`config.mk`:
```
export PLATFORM = sky130hd
export DESIGN_NAME = qdma_h2c_rx_adapter_flat
export DESIGN_NICKNAME = d
export VERILOG_FILES = /design/src/rtl/qdma_h2c_rx_adapter_pkg.sv /design/src/rtl/qdma_h2c_rx_adapter_if.sv /design/src/rtl/qdma_h2c_rx_adapter_skid_buffer.sv /design/src/rtl/qdma_h2c_rx_adapter.sv /design/src/flat_wrapper.sv
export SDC_FILE = /design/constraint.sdc
export NUM_CORES = 2
export LEC_CHECK = 0
export BUFFER_PORTS_ARGS = -buffer_cell sky130_fd_sc_hd__buf_2
export CAP_MARGIN = 20
export CORE_AREA = 2 2 465 467
export CTS_BUF_LIST = sky130_fd_sc_hd__clkbuf_4 sky130_fd_sc_hd__clkbuf_8 sky130_fd_sc_hd__clkbuf_16
export DETAILED_ROUTE_END_ITERATION = 10
export DIE_AREA = 0 0 467 469
export PLACE_DENSITY = 0.45
export SLEW_MARGIN = 20
export SYNTH_ARGS = -nofsm -noshare
export SYNTH_HDL_FRONTEND = slang
export SYNTH_SLANG_ARGS = --single-unit
```
`constraint.sdc`:
```
create_clock -name axis_aclk -period 48.8 [get_ports axis_aclk]
set_input_delay 2.44 -clock axis_aclk [delete_from_list [all_inputs] [get_ports axis_aclk]]
set_output_delay 2.44 -clock axis_aclk [all_outputs]
set_load 0.05 [all_outputs]
```
`src/rtl/qdma_h2c_rx_adapter_pkg.sv`:
```
// Shared types and widths for the QDMA H2C ingress adapter.
package qdma_adapter_pkg;
  localparam int DATA_WIDTH = 512;
  localparam int KEEP_WIDTH = DATA_WIDTH / 8;
  localparam int MTY_WIDTH  = 6;
  localparam int QID_WIDTH  = 11;

  typedef enum logic [1:0] {IDLE, PASS, DROP, TRUNC} adapter_state_t;

  typedef struct packed {
    logic [DATA_WIDTH-1:0] data;
    logic [KEEP_WIDTH-1:0] keep;
    logic                  last;
    logic                  err;
    logic [QID_WIDTH-1:0]  qid;
  } beat_t;

  // mty counts empty bytes at the top of the beat, so valid bytes sit at the bottom.
  function automatic logic [KEEP_WIDTH-1:0] mty_to_keep(input logic [MTY_WIDTH-1:0] mty);
    return {KEEP_WIDTH{1'b1}} >> mty;
  endfunction
endpackage

```
`src/rtl/qdma_h2c_rx_adapter_if.sv`:
```
// Stream bundles: QDMA H2C ingress (mty framing) and shell-side AXI-Stream (tkeep framing).
interface qdma_h2c_if;
  import qdma_adapter_pkg::*;
  logic [DATA_WIDTH-1:0] tdata;
  logic                  tvalid;
  logic                  tready;
  logic                  tlast;
  logic [MTY_WIDTH-1:0]  tuser_mty;
  logic                  tuser_err;
  logic                  tuser_zero_byte;
  logic [QID_WIDTH-1:0]  tuser_qid;

  modport master (output tdata, tvalid, tlast, tuser_mty, tuser_err, tuser_zero_byte, tuser_qid,
                  input  tready);
  modport slave  (input  tdata, tvalid, tlast, tuser_mty, tuser_err, tuser_zero_byte, tuser_qid,
                  output tready);
endinterface

interface qdma_axis_if;
  import qdma_adapter_pkg::*;
  logic [DATA_WIDTH-1:0] tdata;
  logic [KEEP_WIDTH-1:0] tkeep;
  logic                  tvalid;
  logic                  tready;
  logic                  tlast;
  logic                  tuser_err;
  logic [QID_WIDTH-1:0]  tuser_qid;

  modport master (output tdata, tkeep, tvalid, tlast, tuser_err, tuser_qid, input tready);
  modport slave  (input  tdata, tkeep, tvalid, tlast, tuser_err, tuser_qid, output tready);
endinterface

```
`src/rtl/qdma_h2c_rx_adapter_skid_buffer.sv`:
```
// Two-entry output buffer; in_ready is a flop so downstream ready never reaches upstream combinationally.
module axis_skid_buffer #(
  parameter int WIDTH = 8
) (
  input  logic             clk,
  input  logic             rst,
  input  logic [WIDTH-1:0] in_data,
  input  logic             in_valid,
  output logic             in_ready,
  output logic [WIDTH-1:0] out_data,
  output logic             out_valid,
  input  logic             out_ready
);
  logic [WIDTH-1:0] ent0, ent1;
  logic             wr_ptr, rd_ptr;
  logic [1:0]       cnt, cnt_nxt;
  logic             push, pop;

  assign push      = in_valid & in_ready;
  assign pop       = out_valid & out_ready;
  assign out_valid = (cnt != 2'd0);
  assign out_data  = rd_ptr ? ent1 : ent0;

  always_comb begin
    cnt_nxt = cnt;
    case ({push, pop})
      2'b10:   cnt_nxt = cnt + 2'd1;
      2'b01:   cnt_nxt = cnt - 2'd1;
      default: cnt_nxt = cnt;
    endcase
  end

  always_ff @(posedge clk or posedge rst) begin
    if (rst) begin
      cnt      <= 2'd0;
      wr_ptr   <= 1'b0;
      rd_ptr   <= 1'b0;
      in_ready <= 1'b0;
      ent0     <= '0;
      ent1     <= '0;
    end else begin
      cnt      <= cnt_nxt;
      in_ready <= (cnt_nxt != 2'd2);
      if (push) begin
        wr_ptr <= ~wr_ptr;
        if (wr_ptr) ent1 <= in_data;
        else        ent0 <= in_data;
      end
      if (pop) rd_ptr <= ~rd_ptr;
    end
  end
endmodule

```
`src/rtl/qdma_h2c_rx_adapter.sv`:
```
// QDMA H2C ingress: mty->tkeep, whole-packet drop at SOP, truncation at MAX_BEATS, saturating stats.
module qdma_h2c_rx_adapter
  import qdma_adapter_pkg::*;
#(
  parameter int MAX_BEATS = 24
) (
  input  logic        axis_aclk,
  input  logic        axis_rst,
  input  logic        cfg_enable,
  qdma_h2c_if.slave   s_axis,
  qdma_axis_if.master m_axis,
  output logic [31:0] stat_pkt_in,
  output logic [31:0] stat_pkt_drop
);
  localparam int               CNT_W    = $clog2(MAX_BEATS + 1);
  localparam logic [CNT_W-1:0] MAX_CNT  = CNT_W'(MAX_BEATS);
  localparam logic [KEEP_WIDTH-1:0] KEEP_ALL = '1;

  adapter_state_t       state, state_n;
  logic [CNT_W-1:0]     beat_cnt, beat_cnt_n;
  logic                 err_q, err_n;
  logic [QID_WIDTH-1:0] qid_q, qid_n;
  logic                 acc, sop_drop, skid_rdy, fwd_vld, in_inc, drop_inc, pass_err;
  logic [KEEP_WIDTH-1:0] last_keep;
  beat_t                fwd_beat, out_beat;

  // Discarding states sink beats unconditionally; they never touch the buffer.
  assign s_axis.tready = (state == DROP || state == TRUNC) ? 1'b1 : skid_rdy;
  assign acc       = s_axis.tvalid & s_axis.tready;
  assign sop_drop  = s_axis.tuser_err | s_axis.tuser_zero_byte | ~cfg_enable;
  assign last_keep = mty_to_keep(s_axis.tuser_mty);
  assign pass_err  = err_q | s_axis.tuser_err;

  always_comb begin
    state_n       = state;
    beat_cnt_n    = beat_cnt;
    err_n         = err_q;
    qid_n         = qid_q;
    fwd_vld       = 1'b0;
    in_inc        = 1'b0;
    drop_inc      = 1'b0;
    fwd_beat.data = s_axis.tdata;
    fwd_beat.keep = KEEP_ALL;
    fwd_beat.last = 1'b0;
    fwd_beat.err  = 1'b0;
    fwd_beat.qid  = qid_q;
    case (state)
      IDLE: if (acc) begin
        in_inc = 1'b1;
        if (sop_drop) begin
          drop_inc = 1'b1;
          state_n  = s_axis.tlast ? IDLE : DROP;
        end else begin
          fwd_vld      = 1'b1;
          qid_n        = s_axis.tuser_qid;
          fwd_beat.qid = s_axis.tuser_qid;
          beat_cnt_n   = CNT_W'(1);
          err_n        = 1'b0;
          if (s_axis.tlast) begin
            fwd_beat.last = 1'b1;
            fwd_beat.keep = last_keep;
          end else begin
            state_n = PASS;
          end
        end
      end
      PASS: if (acc) begin
        fwd_vld    = 1'b1;
        beat_cnt_n = beat_cnt + CNT_W'(1);
        err_n      = pass_err;
        // Real tlast wins over truncation when both land on the same beat.
        if (s_axis.tlast) begin
          fwd_beat.last = 1'b1;
          fwd_beat.keep = last_keep;
          fwd_beat.err  = pass_err;
          err_n         = 1'b0;
          state_n       = IDLE;
        end else if (beat_cnt_n == MAX_CNT) begin
          fwd_beat.last = 1'b1;
          fwd_beat.err  = 1'b1;
          err_n         = 1'b0;
          state_n       = TRUNC;
        end
      end
      default: if (acc && s_axis.tlast) state_n = IDLE;
    endcase
  end

  always_ff @(posedge axis_aclk or posedge axis_rst) begin
    if (axis_rst) begin
      state         <= IDLE;
      beat_cnt      <= '0;
      err_q         <= 1'b0;
      qid_q         <= '0;
      stat_pkt_in   <= '0;
      stat_pkt_drop <= '0;
    end else begin
      state    <= state_n;
      beat_cnt <= beat_cnt_n;
      err_q    <= err_n;
      qid_q    <= qid_n;
      if (in_inc && stat_pkt_in != '1)     stat_pkt_in   <= stat_pkt_in + 32'd1;
      if (drop_inc && stat_pkt_drop != '1) stat_pkt_drop <= stat_pkt_drop + 32'd1;
    end
  end

  axis_skid_buffer #(.WIDTH($bits(beat_t))) u_skid (
    .clk       (axis_aclk),
    .rst       (axis_rst),
    .in_data   (fwd_beat),
    .in_valid  (fwd_vld),
    .in_ready  (skid_rdy),
    .out_data  (out_beat),
    .out_valid (m_axis.tvalid),
    .out_ready (m_axis.tready)
  );

  assign m_axis.tdata     = out_beat.data;
  assign m_axis.tkeep     = out_beat.keep;
  assign m_axis.tlast     = out_beat.last;
  assign m_axis.tuser_err = out_beat.err;
  assign m_axis.tuser_qid = out_beat.qid;
endmodule
```
`src/flat_wrapper.sv`:
```
// flat-port wrapper written by rule: the top's interface ports become plain ports
module qdma_h2c_rx_adapter_flat import qdma_adapter_pkg::*;
#(
  parameter int MAX_BEATS = 24
)
  (axis_aclk, axis_rst, cfg_enable, stat_pkt_in, stat_pkt_drop, s_axis_tdata, s_axis_tvalid, s_axis_tlast, s_axis_tuser_mty, s_axis_tuser_err, s_axis_tuser_zero_byte, s_axis_tuser_qid, s_axis_tready, m_axis_tdata, m_axis_tkeep, m_axis_tvalid, m_axis_tlast, m_axis_tuser_err, m_axis_tuser_qid, m_axis_tready);
  qdma_h2c_if s_axis_i ();
  qdma_axis_if m_axis_i ();
  input  logic axis_aclk;
  input  logic axis_rst;
  input  logic cfg_enable;
  output logic [31:0] stat_pkt_in;
  output logic [31:0] stat_pkt_drop;
  input wire logic [$bits(s_axis_i.tdata)-1:0] s_axis_tdata;
  input wire logic [$bits(s_axis_i.tvalid)-1:0] s_axis_tvalid;
  input wire logic [$bits(s_axis_i.tlast)-1:0] s_axis_tlast;
  input wire logic [$bits(s_axis_i.tuser_mty)-1:0] s_axis_tuser_mty;
  input wire logic [$bits(s_axis_i.tuser_err)-1:0] s_axis_tuser_err;
  input wire logic [$bits(s_axis_i.tuser_zero_byte)-1:0] s_axis_tuser_zero_byte;
  input wire logic [$bits(s_axis_i.tuser_qid)-1:0] s_axis_tuser_qid;
  output wire logic [$bits(s_axis_i.tready)-1:0] s_axis_tready;
  output wire logic [$bits(m_axis_i.tdata)-1:0] m_axis_tdata;
  output wire logic [$bits(m_axis_i.tkeep)-1:0] m_axis_tkeep;
  output wire logic [$bits(m_axis_i.tvalid)-1:0] m_axis_tvalid;
  output wire logic [$bits(m_axis_i.tlast)-1:0] m_axis_tlast;
  output wire logic [$bits(m_axis_i.tuser_err)-1:0] m_axis_tuser_err;
  output wire logic [$bits(m_axis_i.tuser_qid)-1:0] m_axis_tuser_qid;
  input wire logic [$bits(m_axis_i.tready)-1:0] m_axis_tready;
  assign s_axis_i.tdata = s_axis_tdata;
  assign s_axis_i.tvalid = s_axis_tvalid;
  assign s_axis_i.tlast = s_axis_tlast;
  assign s_axis_i.tuser_mty = s_axis_tuser_mty;
  assign s_axis_i.tuser_err = s_axis_tuser_err;
  assign s_axis_i.tuser_zero_byte = s_axis_tuser_zero_byte;
  assign s_axis_i.tuser_qid = s_axis_tuser_qid;
  assign s_axis_tready = s_axis_i.tready;
  assign m_axis_tdata = m_axis_i.tdata;
  assign m_axis_tkeep = m_axis_i.tkeep;
  assign m_axis_tvalid = m_axis_i.tvalid;
  assign m_axis_tlast = m_axis_i.tlast;
  assign m_axis_tuser_err = m_axis_i.tuser_err;
  assign m_axis_tuser_qid = m_axis_i.tuser_qid;
  assign m_axis_i.tready = m_axis_tready;
  qdma_h2c_rx_adapter #(.MAX_BEATS(MAX_BEATS)) u_core (.axis_aclk(axis_aclk), .axis_rst(axis_rst), .cfg_enable(cfg_enable), .s_axis(s_axis_i), .m_axis(m_axis_i), .stat_pkt_in(stat_pkt_in), .stat_pkt_drop(stat_pkt_drop));
endmodule
```
; ---- After elaboration in Yosys (flattened, before gate mapping)
; Index checks and enable logic that the tools add are counted.
[word_totals]
in_bits = 537
reg_bits = 1266
output_inout_bits = 655
[classes]
mux = 42
n_reduce_logical = 12
bitwise_logic = 9
eq_ne = 14
shift = 1
addsub = 5
[ops]
columns = cell, n
row1 = 2-to-1 mux 589 bit, 1
row2 = 2-to-1 mux 65 bit, 3
row3 = one-hot mux 65 bit (2 select lines), 1
row4 = 2-to-1 mux 66 bit, 1
row5 = adder 32 x 1 -> 32 bit (second input constant), 2
row6 = 2-to-1 mux 64 bit, 1
row7 = inequality test 32 bit (second input constant), 2
row8 = right shift 64 x 6 -> 64 bit (first input constant), 1
row9 = 2-to-1 mux 11 bit, 3
row10 = 2-to-1 mux 2 bit, 10
row11 = 2-to-1 mux 5 bit, 3
row12 = 2-to-1 mux 1 bit, 14
row13 = one-hot mux 5 bit (2 select lines), 1
row14 = one-hot mux 2 bit (2 select lines), 2
row15 = equality test 2 bit (second input constant), 3
row16 = inequality test 3 x 2 -> 1 bit (second input constant), 2
row17 = adder 5 x 1 -> 5 bit (second input constant), 1
row18 = equality test 5 bit (second input constant), 1
row19 = AND reduction 5 bit, 1
row20 = equality test 2 x 1 -> 1 bit (second input constant), 2
row21 = inequality test 2 x 1 -> 1 bit (second input constant), 2
row22 = inequality test 2 bit (second input constant), 2
row23 = one-hot mux 1 bit (2 select lines), 2
row24 = AND reduction 2 bit, 2
row25 = 11 further kinds, 20

; ---- Longest topological paths before layout
[logic_depth]
word_depth = 10
depth_mapped = 10
ltp_nobuf = 8

; ---- Cells and area by module
; A second synthesis with hierarchy kept.
[hier_totals]
cells_unflattened = 3658
hier_area_um2 = 55670.9
[by_module_without_submodules]
columns = module, instances, cells_per_inst, area_each_um2, seq_area_each_um2
row1 = axis_skid_buffer, 1, 3166, 51026.4, 29603.4
row2 = qdma_h2c_rx_adapter, 1, 492, 4644.5, 2077.0

; ---- Worst setup path before layout
; No wires, ideal clock.
[synth_path]
path_kind = register -> output
startpoint = register u_core.u_skid.rd_ptr
endpoint = output port m_axis_tdata[402]
arrival_time_ns = 1.820
n_path_buf = 4
path_stages_with_launch = 6
setup_slack_ns = 44.540
t_required_ns = 46.360
cell_sequence = dfrtp_1 -> clkbuf_1 -> clkbuf_1 -> clkbuf_1 -> clkbuf_1 -> mux2_2
[synth_between]
elab_chain_len = 1
[synth_lines]
columns = element, line
row1 = start: declaration, qdma_h2c_rx_adapter_skid_buffer.sv:15  ; logic wr_ptr, rd_ptr;
row2 = start signal: assignment, qdma_h2c_rx_adapter_skid_buffer.sv:49  ; if (pop) rd_ptr <= ~rd_ptr;
row3 = 2-to-1 mux 589 bit, qdma_h2c_rx_adapter_skid_buffer.sv:22  ; assign out_data = rd_ptr ? ent1 : ent0;
row4 = end: declaration, flat_wrapper.sv:22  ; output wire logic [$bits(m_axis_i.tdata)-1:0] m_axis_tdata;
; No other way between the ends.

; ---- Final worst setup path
[layout_path]
startpoint = register u_core.u_skid.rd_ptr
endpoint = output port m_axis_tdata[465]
; Same word-level chain as after synthesis.

==> results.ini <==
[sta]
slew-limit-headroom = 0.1690
finalCritPeriodShare = 0.1897
finalClockSkew_ps = 46.72
rsz0062_at_grt = false
hold_viol = 0
fin_tns_setup_ps = 0
max_slew.worst_pin.slew_ps = 1247
fmax_ghz = 0.1080
slew_viol_final = 0
fin_crit_ps = 9255
setup_viol_count_final = 0

[detailed_routing]
routed_wl_um = 218000
drt_iter0_drc = 3343
routedWlPerCell_um = 21.69
drc = 0
first_pass_iters = 6
viasPerCell = 4.507
dr_total_vias = 45300
ant_nets = 0

[setup_path]
crit_type = register to output pin
worstSetupEndpointType = output pin
cp.required_ps = 46360
cp-start-kind = register
cp.arrival_ps = 6820
crit_start = u_core.u_skid.rd_ptr
r2r_start = u_core.state[1]
cp_max_fo = 61

[job]
maxCapViolations = 0

[placement]
place_congestion = 0.8833
dp_hpwl_um = 153600
io_buffers = 1191

[synthesis]
synthesis.area_um2 = 55540
ys_ff_latch = 1266
syn_nets = 6527
netlist.area_leader.share = 0.5704
synth_cells = 5986
synth_edf_count = 0
synth_top_area_cell = dfrtp_1
yosys_most_used_dff = dfrtp_1
synth_cell_type_count = 51
synth.avg_cell_area_um2 = 9.278
ys_top_cells_by_area = dfrtp_1 (57%), nand2_1 (22%), mux2_2 (12%), buf_2 (1.5%), o21ai_0 (1.2%)
yosysSeqAreaShare = 0.5704
ys.warnings.count = 0
ys_async_sr_fraction = 1.000

[clock_network]
clockRootBuffer = clkbuf_16
cts_hold_buf = 0
clock_latency_ps = 810
ctsHtreeMaxLevel = 4
post_cts_buffers = 0
post_cts_resize_count = 0
cts_tree = yes
clockBufferDepth = 3
clkSinkCount = 1266
numCtsBuffers = 156
clk_pin_slew_ps = 60

[power_and_ir_drop]
max-vdd-ir-drop_uv = 39.82
p_switching_mw = 2.615
pwr-share-seq = 0.315
p_per_area_nw_per_um2 = 79.25
comb_power_share = 0.467
p_leak_nw = 37.84
internal_power_mw = 2.872
pwr-share-clk = 0.217
p_sw_frac = 0.4766
power_mw = 5.486

[floorplan]
die_y_um = 469
initial_utilization = 0.2598
num_rows = 170
die_area_um2 = 219000
fp.dieW_um = 467
coreArea_um2 = 213800
io_pins = 1192

[finish]
fin_nets = 7582
nFillCells = 22290
drive_gt1_frac = 0.2972
multi_input_area_um2 = 22000
seq_area_um2 = 31680
synthToLayoutAreaGrowth_pct = 24.65

[grt]
gr-total-overflow = 0
grt_pass1_wl_um = 313600
grt_max_degree = 169
grt_pass1_vias = 44480
grt_use_total = 0.1925
grt_antenna_before_repair = 139

[run_status]
status = completed

[hold_path]
hp-start = u_core.u_skid.ent1[458]
hp-class = register to register

==> metal layers <==
metal	track usage	share of wire
met1	0.2498	0.42
met2	0.2927	0.44
met3	0.07012	0.095
met4	0.07022	0.035
met5	0	0.0025
==> layout make-up <==
| class | count | share of cell area |
|---|---|---|
| clock inverter | 41 | 0.007699 |
| clock buffer | 233 | 0.06882 |
| multi-input combinational | 4350 | 0.3178 |
| inverter | 21 | 0.001247 |
| timing repair buffer | 1246 | 0.09350 |
| antenna | 54 | 0.001952 |
| sequential | 1266 | 0.4577 |
| tap | 2838 | 0.05129 |
==> placed cells by master, fill, tap and decap left out, types with 41 or more instances in the layout <==
| cell type | netlist | layout |
|---|---|---|
| nand2_1 | 3244 | 3241 |
| buf_4 | 16 | 47 |
| buf_2 | 163 | 1191 |
| clkbuf_16 | 0 | 160 |
| mux2_2 | 590 | 590 |
| dfrtp_1 | 1266 | 1265 |
| o21ai_0 | 128 | 128 |
| xor2_1 | 41 | 41 |
| nor2_1 | 75 | 75 |
| diode_2 | 0 | 54 |
==> cell families after synthesis <==
family | share of synthesized area
AO/OA/AOI/OAI | 0.02188
XOR/XNOR | 0.01057
adder cells (fa/ha/maj) | 0.0009012
buffers and inverters | 0.03382
flip-flops | 0.5704
multiplexers | 0.1216
AND/OR/NAND/NOR | 0.2408
==> critical path, cell delays in order (launching register included) <==
cell and delay (ps):
dfrtp_4 1000, buf_4 820, buf_4 810, buf_4 840
buf_4 770, buf_4 730, mux2_2 420, buf_2 220
==> flip-flops by register name (all words and copies together) (netlist names) <==
name / cells
u_core.u_skid.ent0: 589
u_core.u_skid.wr_ptr: 1
u_core.u_skid.ent1: 589
u_core.u_skid.rd_ptr: 1
u_core.state: 2
u_core.u_skid.cnt: 2
u_core.qid_q: 11
u_core.u_skid.in_ready: 1
u_core.beat_cnt: 5
u_core.err_q: 1
u_core.stat_pkt_drop: 32
u_core.stat_pkt_in: 32
==> worst paths after layout <==
check,end,slack (ps),cells past startpoint
setup / recovery,m_axis_tdata[465],39540,7
hold / removal,u_core.u_skid.ent1[458],470,2
setup reg to reg,u_core.u_skid.ent0[548],42880,10
hold reg to reg,u_core.u_skid.ent1[458],470,2
max in group asynchronous,u_core.u_skid.ent1[507],42440,7
min in group asynchronous,u_core.u_skid.ent0[428],1770,2
==> cell usage after synthesis, types with 8 or more instances <==
cell	number
nor3_1	31
nand4_1	26
nor2_1	75
xnor2_1	26
and4_1	9
clkbuf_1	137
a31oi_1	9
o21ai_0	128
buf_6	30
o22a_1	11
a21oi_1	36
o32a_1	10
xor2_1	41
buf_2	163
dfrtp_1	1266
mux2i_1	11
mux2_2	590
buf_4	16
nor4_1	16
and3_1	8
nand2_1	3244
nand3_1	30
inv_1	18
==> power by group through the flow <==
stage / clock, mW / sequential [mW] / combinational, mW
global placement: 0 / 1.74 / 2.56
finish: 1.19 / 1.73 / 2.56
floorplan: 0 / 1.67 / 1.92
detailed placement: 0 / 1.74 / 2.58
CTS: 1.23 / 1.72 / 2.59
global route: 1.28 / 1.78 / 2.72
==> stage by stage <==
step	setup WS, ps	hold slack, ps	std cells	utilization	instance area (µm²)
2_1_floorplan	10680	428.5	5986	-	55540
3_3_place_gp	40550	444.0	9720	0.2983	63760
3_5_place_dp	40440	448.6	9720	0.2983	63760
4_1_cts	39490	466.6	9994	0.3231	69060
5_1_grt	39210	473.0	10010	0.3234	69140
6_report	39540	465.1	10050	0.3238	69230
Power figures use the tool's default switching activity.
